==> src/rtl/parallax_scene_sequencer.sv <==
// Frame-level scene scheduler for the parallax background layers.
// Steps IDLE -> RESEED -> FADE_IN -> RUN -> FADE_OUT once per frame_start,
// producing per-layer scroll offsets, layer enables, reseed strobes,
// a global brightness and a scene counter. Layer speeds are written
// through a valid/ready port that is closed only on frame_start cycles.
module parallax_scene_sequencer #(
    parameter int NUM_LAYERS   = 3,
    parameter int OFS_W        = 10,
    parameter int SCENE_FRAMES = 1024
) (
    input  logic                        clk,
    input  logic                        reset,
    input  logic                        frame_start,
    input  logic                        run,
    input  logic                        cfg_valid,
    output logic                        cfg_ready,
    input  logic [1:0]                  cfg_layer,
    input  logic [3:0]                  cfg_speed,
    output logic [NUM_LAYERS*OFS_W-1:0] layer_ofs,
    output logic [NUM_LAYERS-1:0]       layer_en,
    output logic [NUM_LAYERS-1:0]       reseed,
    output logic [2:0]                  brightness,
    output logic [3:0]                  scene,
    output logic                        busy
);

    localparam int CNT_W = $clog2(SCENE_FRAMES);
    localparam logic [CNT_W-1:0] CNT_LAST = CNT_W'(SCENE_FRAMES - 1);

    typedef enum logic [2:0] {
        ST_IDLE     = 3'd0,
        ST_RESEED   = 3'd1,
        ST_FADE_IN  = 3'd2,
        ST_RUN      = 3'd3,
        ST_FADE_OUT = 3'd4
    } state_t;

    state_t                  state_r, state_nx_s;
    logic [2:0]              bri_r, bri_nx_s;
    logic [3:0]              scene_r;
    logic [CNT_W-1:0]        cnt_r, cnt_nx_s;
    logic [OFS_W-1:0]        ofs_r   [NUM_LAYERS];
    logic [3:0]              speed_r [NUM_LAYERS];
    logic [NUM_LAYERS-1:0]   reseed_r, en_r;
    logic                    busy_r;
    logic                    adv_s, enter_s, cfg_we_s;

    // Signed 4-bit speed widened to offset width, so the add wraps mod 2^OFS_W.
    function automatic logic [OFS_W-1:0] sext_speed(input logic [3:0] s);
        return OFS_W'($signed(s));
    endfunction

    // Speeds may change on any cycle that is not a frame update cycle.
    assign cfg_ready = ~frame_start;
    assign cfg_we_s  = cfg_valid & cfg_ready;

    // Next-state, brightness and frame-counter logic, evaluated per frame_start.
    always_comb begin
        state_nx_s = state_r;
        bri_nx_s   = bri_r;
        cnt_nx_s   = cnt_r;
        adv_s      = 1'b0;
        enter_s    = 1'b0;
        case (state_r)
            ST_IDLE: begin
                if (frame_start && run) begin
                    state_nx_s = ST_RESEED;
                    enter_s    = 1'b1;
                end else begin
                    state_nx_s = ST_IDLE;
                end
            end
            ST_RESEED: begin
                state_nx_s = ST_FADE_IN;
            end
            ST_FADE_IN: begin
                if (frame_start) begin
                    adv_s = 1'b1;
                    if (!run) begin
                        state_nx_s = ST_FADE_OUT;
                    end else if (bri_r == 3'd7) begin
                        state_nx_s = ST_RUN;
                    end else begin
                        bri_nx_s = bri_r + 3'd1;
                    end
                end else begin
                    state_nx_s = ST_FADE_IN;
                end
            end
            ST_RUN: begin
                if (frame_start) begin
                    adv_s = 1'b1;
                    if ((cnt_r == CNT_LAST) || !run) begin
                        state_nx_s = ST_FADE_OUT;
                        cnt_nx_s   = '0;
                    end else begin
                        cnt_nx_s = cnt_r + CNT_W'(1);
                    end
                end else begin
                    state_nx_s = ST_RUN;
                end
            end
            ST_FADE_OUT: begin
                if (frame_start) begin
                    adv_s = 1'b1;
                    if (bri_r == 3'd0) begin
                        if (run) begin
                            state_nx_s = ST_RESEED;
                            enter_s    = 1'b1;
                        end else begin
                            state_nx_s = ST_IDLE;
                        end
                    end else begin
                        bri_nx_s = bri_r - 3'd1;
                    end
                end else begin
                    state_nx_s = ST_FADE_OUT;
                end
            end
            default: begin
                state_nx_s = ST_IDLE;
            end
        endcase
        if (enter_s) begin
            cnt_nx_s = '0;
        end else begin
            cnt_nx_s = cnt_nx_s;
        end
    end

    // Control registers and registered status outputs, derived from the next state.
    always_ff @(posedge clk) begin
        if (!reset) begin
            state_r  <= ST_IDLE;
            bri_r    <= 3'd0;
            scene_r  <= 4'd0;
            cnt_r    <= '0;
            reseed_r <= '0;
            en_r     <= '0;
            busy_r   <= 1'b0;
        end else begin
            state_r  <= state_nx_s;
            bri_r    <= bri_nx_s;
            cnt_r    <= cnt_nx_s;
            scene_r  <= enter_s ? (scene_r + 4'd1) : scene_r;
            reseed_r <= (state_nx_s == ST_RESEED) ? '1 : '0;
            en_r     <= ((state_nx_s == ST_FADE_IN) || (state_nx_s == ST_RUN) ||
                         (state_nx_s == ST_FADE_OUT)) ? '1 : '0;
            busy_r   <= (state_nx_s != ST_IDLE);
        end
    end

    // Per-layer offsets and speed table; a scene entry zeroes offsets over any advance.
    always_ff @(posedge clk) begin
        if (!reset) begin
            for (int i = 0; i < NUM_LAYERS; i++) begin
                ofs_r[i]   <= '0;
                speed_r[i] <= 4'(i + 1);
            end
        end else begin
            for (int i = 0; i < NUM_LAYERS; i++) begin
                if (enter_s) begin
                    ofs_r[i] <= '0;
                end else if (adv_s) begin
                    ofs_r[i] <= ofs_r[i] + sext_speed(speed_r[i]);
                end else begin
                    ofs_r[i] <= ofs_r[i];
                end
                if (cfg_we_s && (cfg_layer == 2'(i))) begin
                    speed_r[i] <= cfg_speed;
                end else begin
                    speed_r[i] <= speed_r[i];
                end
            end
        end
    end

    // Pack the offset array onto the flat output bus.
    always_comb begin
        layer_ofs = '0;
        for (int i = 0; i < NUM_LAYERS; i++) begin
            layer_ofs[i*OFS_W +: OFS_W] = ofs_r[i];
        end
    end

    assign layer_en   = en_r;
    assign reseed     = reseed_r;
    assign brightness = bri_r;
    assign scene      = scene_r;
    assign busy       = busy_r;

endmodule

==> config.mk <==
export PLATFORM = sky130hd
export DESIGN_NAME = parallax_scene_sequencer
export DESIGN_NICKNAME = d
export VERILOG_FILES = /design/src/rtl/parallax_scene_sequencer.sv
export SDC_FILE = /design/constraint.sdc
export NUM_CORES = 1
export LEC_CHECK = 0
export CORE_MARGIN = 4
export CORE_UTILIZATION = 50
export CTS_BUF_LIST = sky130_fd_sc_hd__clkbuf_4 sky130_fd_sc_hd__clkbuf_8 sky130_fd_sc_hd__clkbuf_16
export DETAILED_ROUTE_END_ITERATION = 12
export GPL_TIMING_DRIVEN = 0
export PLACE_DENSITY = 0.8
export SETUP_SLACK_MARGIN = 0.05
export SLEW_MARGIN = 20
export SYNTH_ARGS = -nofsm -noshare
export SYNTH_HDL_FRONTEND = slang
export SYNTH_SLANG_ARGS = --single-unit
==> constraint.sdc <==
create_clock -name clk -period 3.65 [get_ports clk]
set_input_delay 0.365 -clock clk [delete_from_list [all_inputs] [get_ports clk]]
set_output_delay 0.365 -clock clk [all_outputs]
set_load 0.01 [all_outputs]
==> out/qor.csv, run 1 <==
metric,value,unit
outcome,completed,
dp.cells,531,
syn_inst,378,
cts.repair.resized,0,
pre_cts_ws,784,ps
via_per_inst,5.55,
start_util,0.521,
hp-class,in2reg,
dr.pass1.iters,4,
synth_area_per_cell,10.1,um2
ant_nets,0,
critPathMaxStageDelay,720,ps
antenna_found_initial,0,
synth_cell_types,55,
synth_nets,422,
die-height,95.4,um
rows,31,
finalSetupViolCount,0,
ys_top_cells_by_count,"45 x nor2_1, 42 x edfxtp_1, 29 x ha_1, 23 x dfxtp_1, 22 x nand2_1",
h-tree-depth,3,
cp-start-kind,input pin,
async_flop_share,0,
cts-root-buf,clkbuf_8,
syn_to_final_growth,22.8,%
rsz0062_at_grt,false,
whs,477,ps
fin_cells,547,
p_total,2120,uW
synth_edf_count,42,
hold_viol,0,
power.leakage,0.00183,uW
overflow,0,
post_drt_wl_per_cell,14.5,um
worstSkewPairLatency,340,ps
critPathTopFamily,simple AND/OR/NAND/NOR gates,
drive_gt1_frac,0.0737,
cts_hold_buf,0,
cp_max_fo,20,
gp_routability_congestion,0.886,
yosys-top-cells-area,"edfxtp_1 33%, dfxtp_1 12%, ha_1 9.5%",
crit_top_cell,nor2_1,
ioPinCount,56,
ir_drop,0.252,mV
layout.nets,487,
grt_usage,0.184,
cap_viol_max_count,0,
relSlewSlack,0.396,
fillerInstances,578,
fp.dieArea,0.00910,mm2
dp_hpwl,5900,um
synth.most_common_cell,nor2_1,
synth.largest_area_cell,edfxtp_1,
drv_slew,0,
fmax,0.396,GHz
skew,10.8,ps
routed_wl,7910,um
drc,0,
yosysWarnings,0,
worst_pin_slew,904,ps
fin_ws,1120,ps
cts_setup_buffers,0,
grt_pass1_vias,2898,
yosysSeqAreaShare,0.451,
die_x,95.4,um
cts_buffers,9,
cp_data_required_time,3610,ps
cts_buffer_depth,2,
vias,3038,
cts_tree,built,
p_per_area,452,mW/mm2
grt_pass1_wl,13000,um
antenna_cells,0,
grt_max_degree,21,
path_buf_inv,1,
core,0.00733,mm2
end_kind,flop,
fin_crit_sh,0.693,
ys.flop_type,edfxtp_1,
synthesis.area,0.00382,mm2
criticalPathCategory,in2reg,
cts.sinks,65,
cp_slowest_cell,nand2_1,
yosys.area.top_type_share,0.330,
worstPathCellList,"clkdlybuf4s50_1, nand4bb_1, nor2_1, nor2_1, nand2_1",
cts.clk_slew.worst_paths,70,ps
yosys_register_bits,65,
drt_iter0_markers,76,
io_buffer_count,54,
crit_arrival,2490,ps
period_needed,2530,ps
tns,0,ps
## path summary, 6_finish.rpt
| kind | to | from | cells past startpoint | slack [ps] |
|---|---|---|---|---|
| worst max-delay path | ofs_r[0][3] | run | 5 | 1120 |
| worst min-delay path | reseed[1] | frame_start | 3 | 480 |
| worst max register to register | ofs_r[0][3] | brightness[0] | 4 | 1240 |
| worst min register to register | cnt_r[1] | cnt_r[1] | 2 | 500 |
## registers in the layout, summed over array words and instances, names as in the netlist
| name | flops |
|---|---|
| brightness | 3 |
| busy | 1 |
| cnt_r | 10 |
| layer_en | 1 |
| ofs_r | 30 |
| reseed | 1 |
| scene | 4 |
| speed_r | 12 |
| state_r | 3 |
## cell type report
class | count | area (um2) | area share
clock buffers | 13 | 190 | 0.0406
clock inverters | 3 | 17.5 | 0.00374
plain buffers | 11 | 82.6 | 0.0176
repair buffers | 54 | 541 | 0.115
inverters | 20 | 75.1 | 0.0160
multi-input cells | 282 | 1940 | 0.413
well taps | 99 | 124 | 0.0264
flip-flops and latches | 65 | 1720 | 0.367
## worst reg2reg max path, stage by stage (launching register included)
cell,delay [ps]
dfxtp_1,390
o31a_1,330
nor2_1,360
nor2_1,230
nand2_1,720
## cells in the final DEF (no fill, tap or decap), types with 9 or more instances in the layout
cell type,netlist,layout
a21oi_1,20,20
clkbuf_8,0,12
clkdlybuf4s50_1,0,54
dfxtp_1,23,23
edfxtp_1,42,42
ha_1,29,29
inv_1,19,19
nand2_1,22,22
nand3_1,9,9
nor2_1,45,45
nor3_1,11,11
o21ai_0,19,19
xnor2_1,11,11
xor2_1,17,17
## metrics by stage
stage / instance area [um2] / util
global placement: 4480 / 0.611
CTS: 4690 / 0.640
floorplan: 3820 / -
global route: 4690 / 0.640
finish: 4690 / 0.640
detailed placement: 4480 / 0.611
## cell families after synthesis
family          after synthesis  share of synthesized area
compound gates               83                      0.139
xor+xnor                     28                     0.0642
fa+ha+maj                    33                      0.116
buf+inv                      31                     0.0413
flops                        65                      0.451
mux                           2                    0.00524
simple gates                136                      0.183
## report_power, final
part / total (uW) / internal (uW) / switching (uW)
clock network: 619 / 343 / 275
registers: 913 / 864 / 48.5
logic: 590 / 286 / 305
## routing by layer
metal / track usage / up-vias / wire length, um
li1: - / 1502 / -
met1: 0.229 / 1441 / 3500
met2: 0.304 / 85 / 3860
met3: 0.0474 / 10 / 438
met4: 0.0770 / 0 / 115
met5: 0 / - / 0
No activity file was read; power rests on OpenSTA's default activity.
==> run 2: changes to the inputs <==
- clock period: 3.65 -> 2.5 ns (I/O delays scaled with it)
==> out/qor.csv, run 2 (synthesis results as in run 1) <==
metric,value,unit,change
ant_nets,0,,unchanged
dr.pass1.iters,4,,unchanged
r2r_slack,360,ps,was 1240 ps
fin_crit_sh,0.856,,
tns,0,ps,unchanged
hold_viol,0,,unchanged
p_per_area,660,mW/mm2,was 452 mW/mm2
rows,31,,unchanged
worstSkewPairLatency,350,ps,was 340 ps
gp_routability_congestion,0.886,,unchanged
p_total,3100,uW,was 2120 uW
syn_to_final_growth,22.9,%,was 22.8%
routed_wl,7910,um,about the same
fp.dieArea,0.00910,mm2,unchanged
vias,3042,,"was 3,038"
overflow,0,,unchanged
antenna_found_initial,0,,unchanged
reg_top3,"ofs_r x30, speed_r x12, cnt_r x10",,unchanged
cts-root-buf,clkbuf_8,,unchanged
layout.nets,487,,unchanged
grt_max_degree,21,,unchanged
cts.clk_slew.worst_paths,70,ps,about the same
criticalPathCategory,in2reg,,unchanged
top_register,ofs_r,,unchanged
die-height,95.4,um,unchanged
cts_setup_buffers,0,,unchanged
r2r-start,brightness[0],,unchanged
cts_tree,built,,unchanged
fillerInstances,579,,was 578
fmax,0.467,GHz,
rr_endpoint,ofs_r[0][3],,unchanged
cp-endpoint,ofs_r[0][3],,unchanged
period_needed,2140,ps,
post_drt_wl_per_cell,14.5,um,about the same
relSlewSlack,0.580,,was 0.396
via_per_inst,5.56,,was 5.55
dp_hpwl,5900,um,unchanged
final_cell_mix,"54 x clkdlybuf4s50_1, 45 x nor2_1, 42 x edfxtp_1",,unchanged
skew,11.5,ps,was 10.8 ps
worst_pin_slew,625,ps,was 904 ps
largest_register_ff_count,30,,unchanged
cap_viol_max_count,0,,unchanged
cp_data_required_time,2480,ps,was 3610 ps
outcome,completed,,unchanged
power.leakage,0.00183,uW,about the same
finalSetupViolCount,0,,unchanged
drc,0,,unchanged
grt_pass1_vias,2898,,unchanged
rsz0062_at_grt,false,,unchanged
drt_iter0_markers,77,,was 76
cp_max_fo,20,,unchanged
reg2reg_depth,4,,unchanged
hp-class,in2reg,,unchanged
cts_buffers,9,,unchanged
ir_drop,0.368,mV,was 0.252 mV
crit_path_start,run,,unchanged
grt_usage,0.184,,unchanged
final_core_util,0.640,,about the same
ioPinCount,56,,unchanged
end_kind,flop,,unchanged
cp-start-kind,input pin,,unchanged
start_util,0.521,,unchanged
drv_slew,0,,unchanged
layout_commonest_cell,clkdlybuf4s50_1,,unchanged
h-tree-depth,3,,unchanged
grt_pass1_wl,13000,um,unchanged
die_x,95.4,um,unchanged
io_buffer_count,54,,unchanged
crit_arrival,2120,ps,was 2490 ps
cts.sinks,65,,unchanged
drive_gt1_frac,0.0759,,was 0.0737
core,0.00733,mm2,unchanged
cts_buffer_depth,2,,unchanged
antenna_cells,0,,unchanged
run 2: timing repair:
action | CTS | global route
hold buffers | 0 | 0
endpoints found under the setup margin | 0 | 20
gates resized for setup | 0 | 1
run 2: critical path, cell delays in order:
cell and delay [ps]:
clkdlybuf4s50_1 570, nand4bb_1 210, nor2_1 390, nor2_1 240, nand2_2 450
run 2: power breakdown:
| group | switching [uW] | leakage, uW | internal (uW) |
|---|---|---|---|
| sequential | 70.7 | 0.000623 | 1260 |
| combinational | 445 | 0.00110 | 418 |
| clock | 403 | 0.000111 | 501 |
| total | 919 | 0.00183 | 2180 |
run 2: per-stage QoR:
step / cells / hold WS (ps) / area, um2 / setup WS (ps)
2_1_floorplan: 378 / 418 / 3820 / 544
3_3_place_gp: 531 / 477 / 4480 / -233
3_5_place_dp: 531 / 490 / 4480 / -251
4_1_cts: 547 / 341 / 4690 / 76.8
5_1_grt: 547 / 374 / 4690 / 199
6_report: 547 / 362 / 4690 / 359
run 2: worst min-delay path by stage:
stage	cells after the start	slack (ps)	from	to
4_1_cts	3	340	frame_start	reseed[1]
3_3_place_gp	2	480	cnt_r[1]	cnt_r[1]
5_1_grt	3	370	frame_start	reseed[1]
2_1_floorplan	2	420	run	state_r[0]
3_5_place_dp	2	490	cnt_r[1]	cnt_r[1]
6_report	3	360	frame_start	reseed[1]
run 2: layer usage:
layer  GRT usage  part of all wire  wire length [um]  vias to the layer above
li1            -                 -                 -                     1502
met1       0.229              0.45              3520                     1446
met2       0.304              0.49              3860                       84
met3      0.0474             0.053               418                       10
met4      0.0770             0.015               115                        0
met5           0                 0                 0                        -
run 2: final cells by class:
type	instances	area [um2]	area share
multi-input combinational	282	1940	0.414
sequential	65	1720	0.367
timing repair buffer	54	541	0.115
clock buffer	13	190	0.0405
tap	99	124	0.0264
buffer	11	82.6	0.0176
inverter	20	75.1	0.0160
clock inverter	3	17.5	0.00373
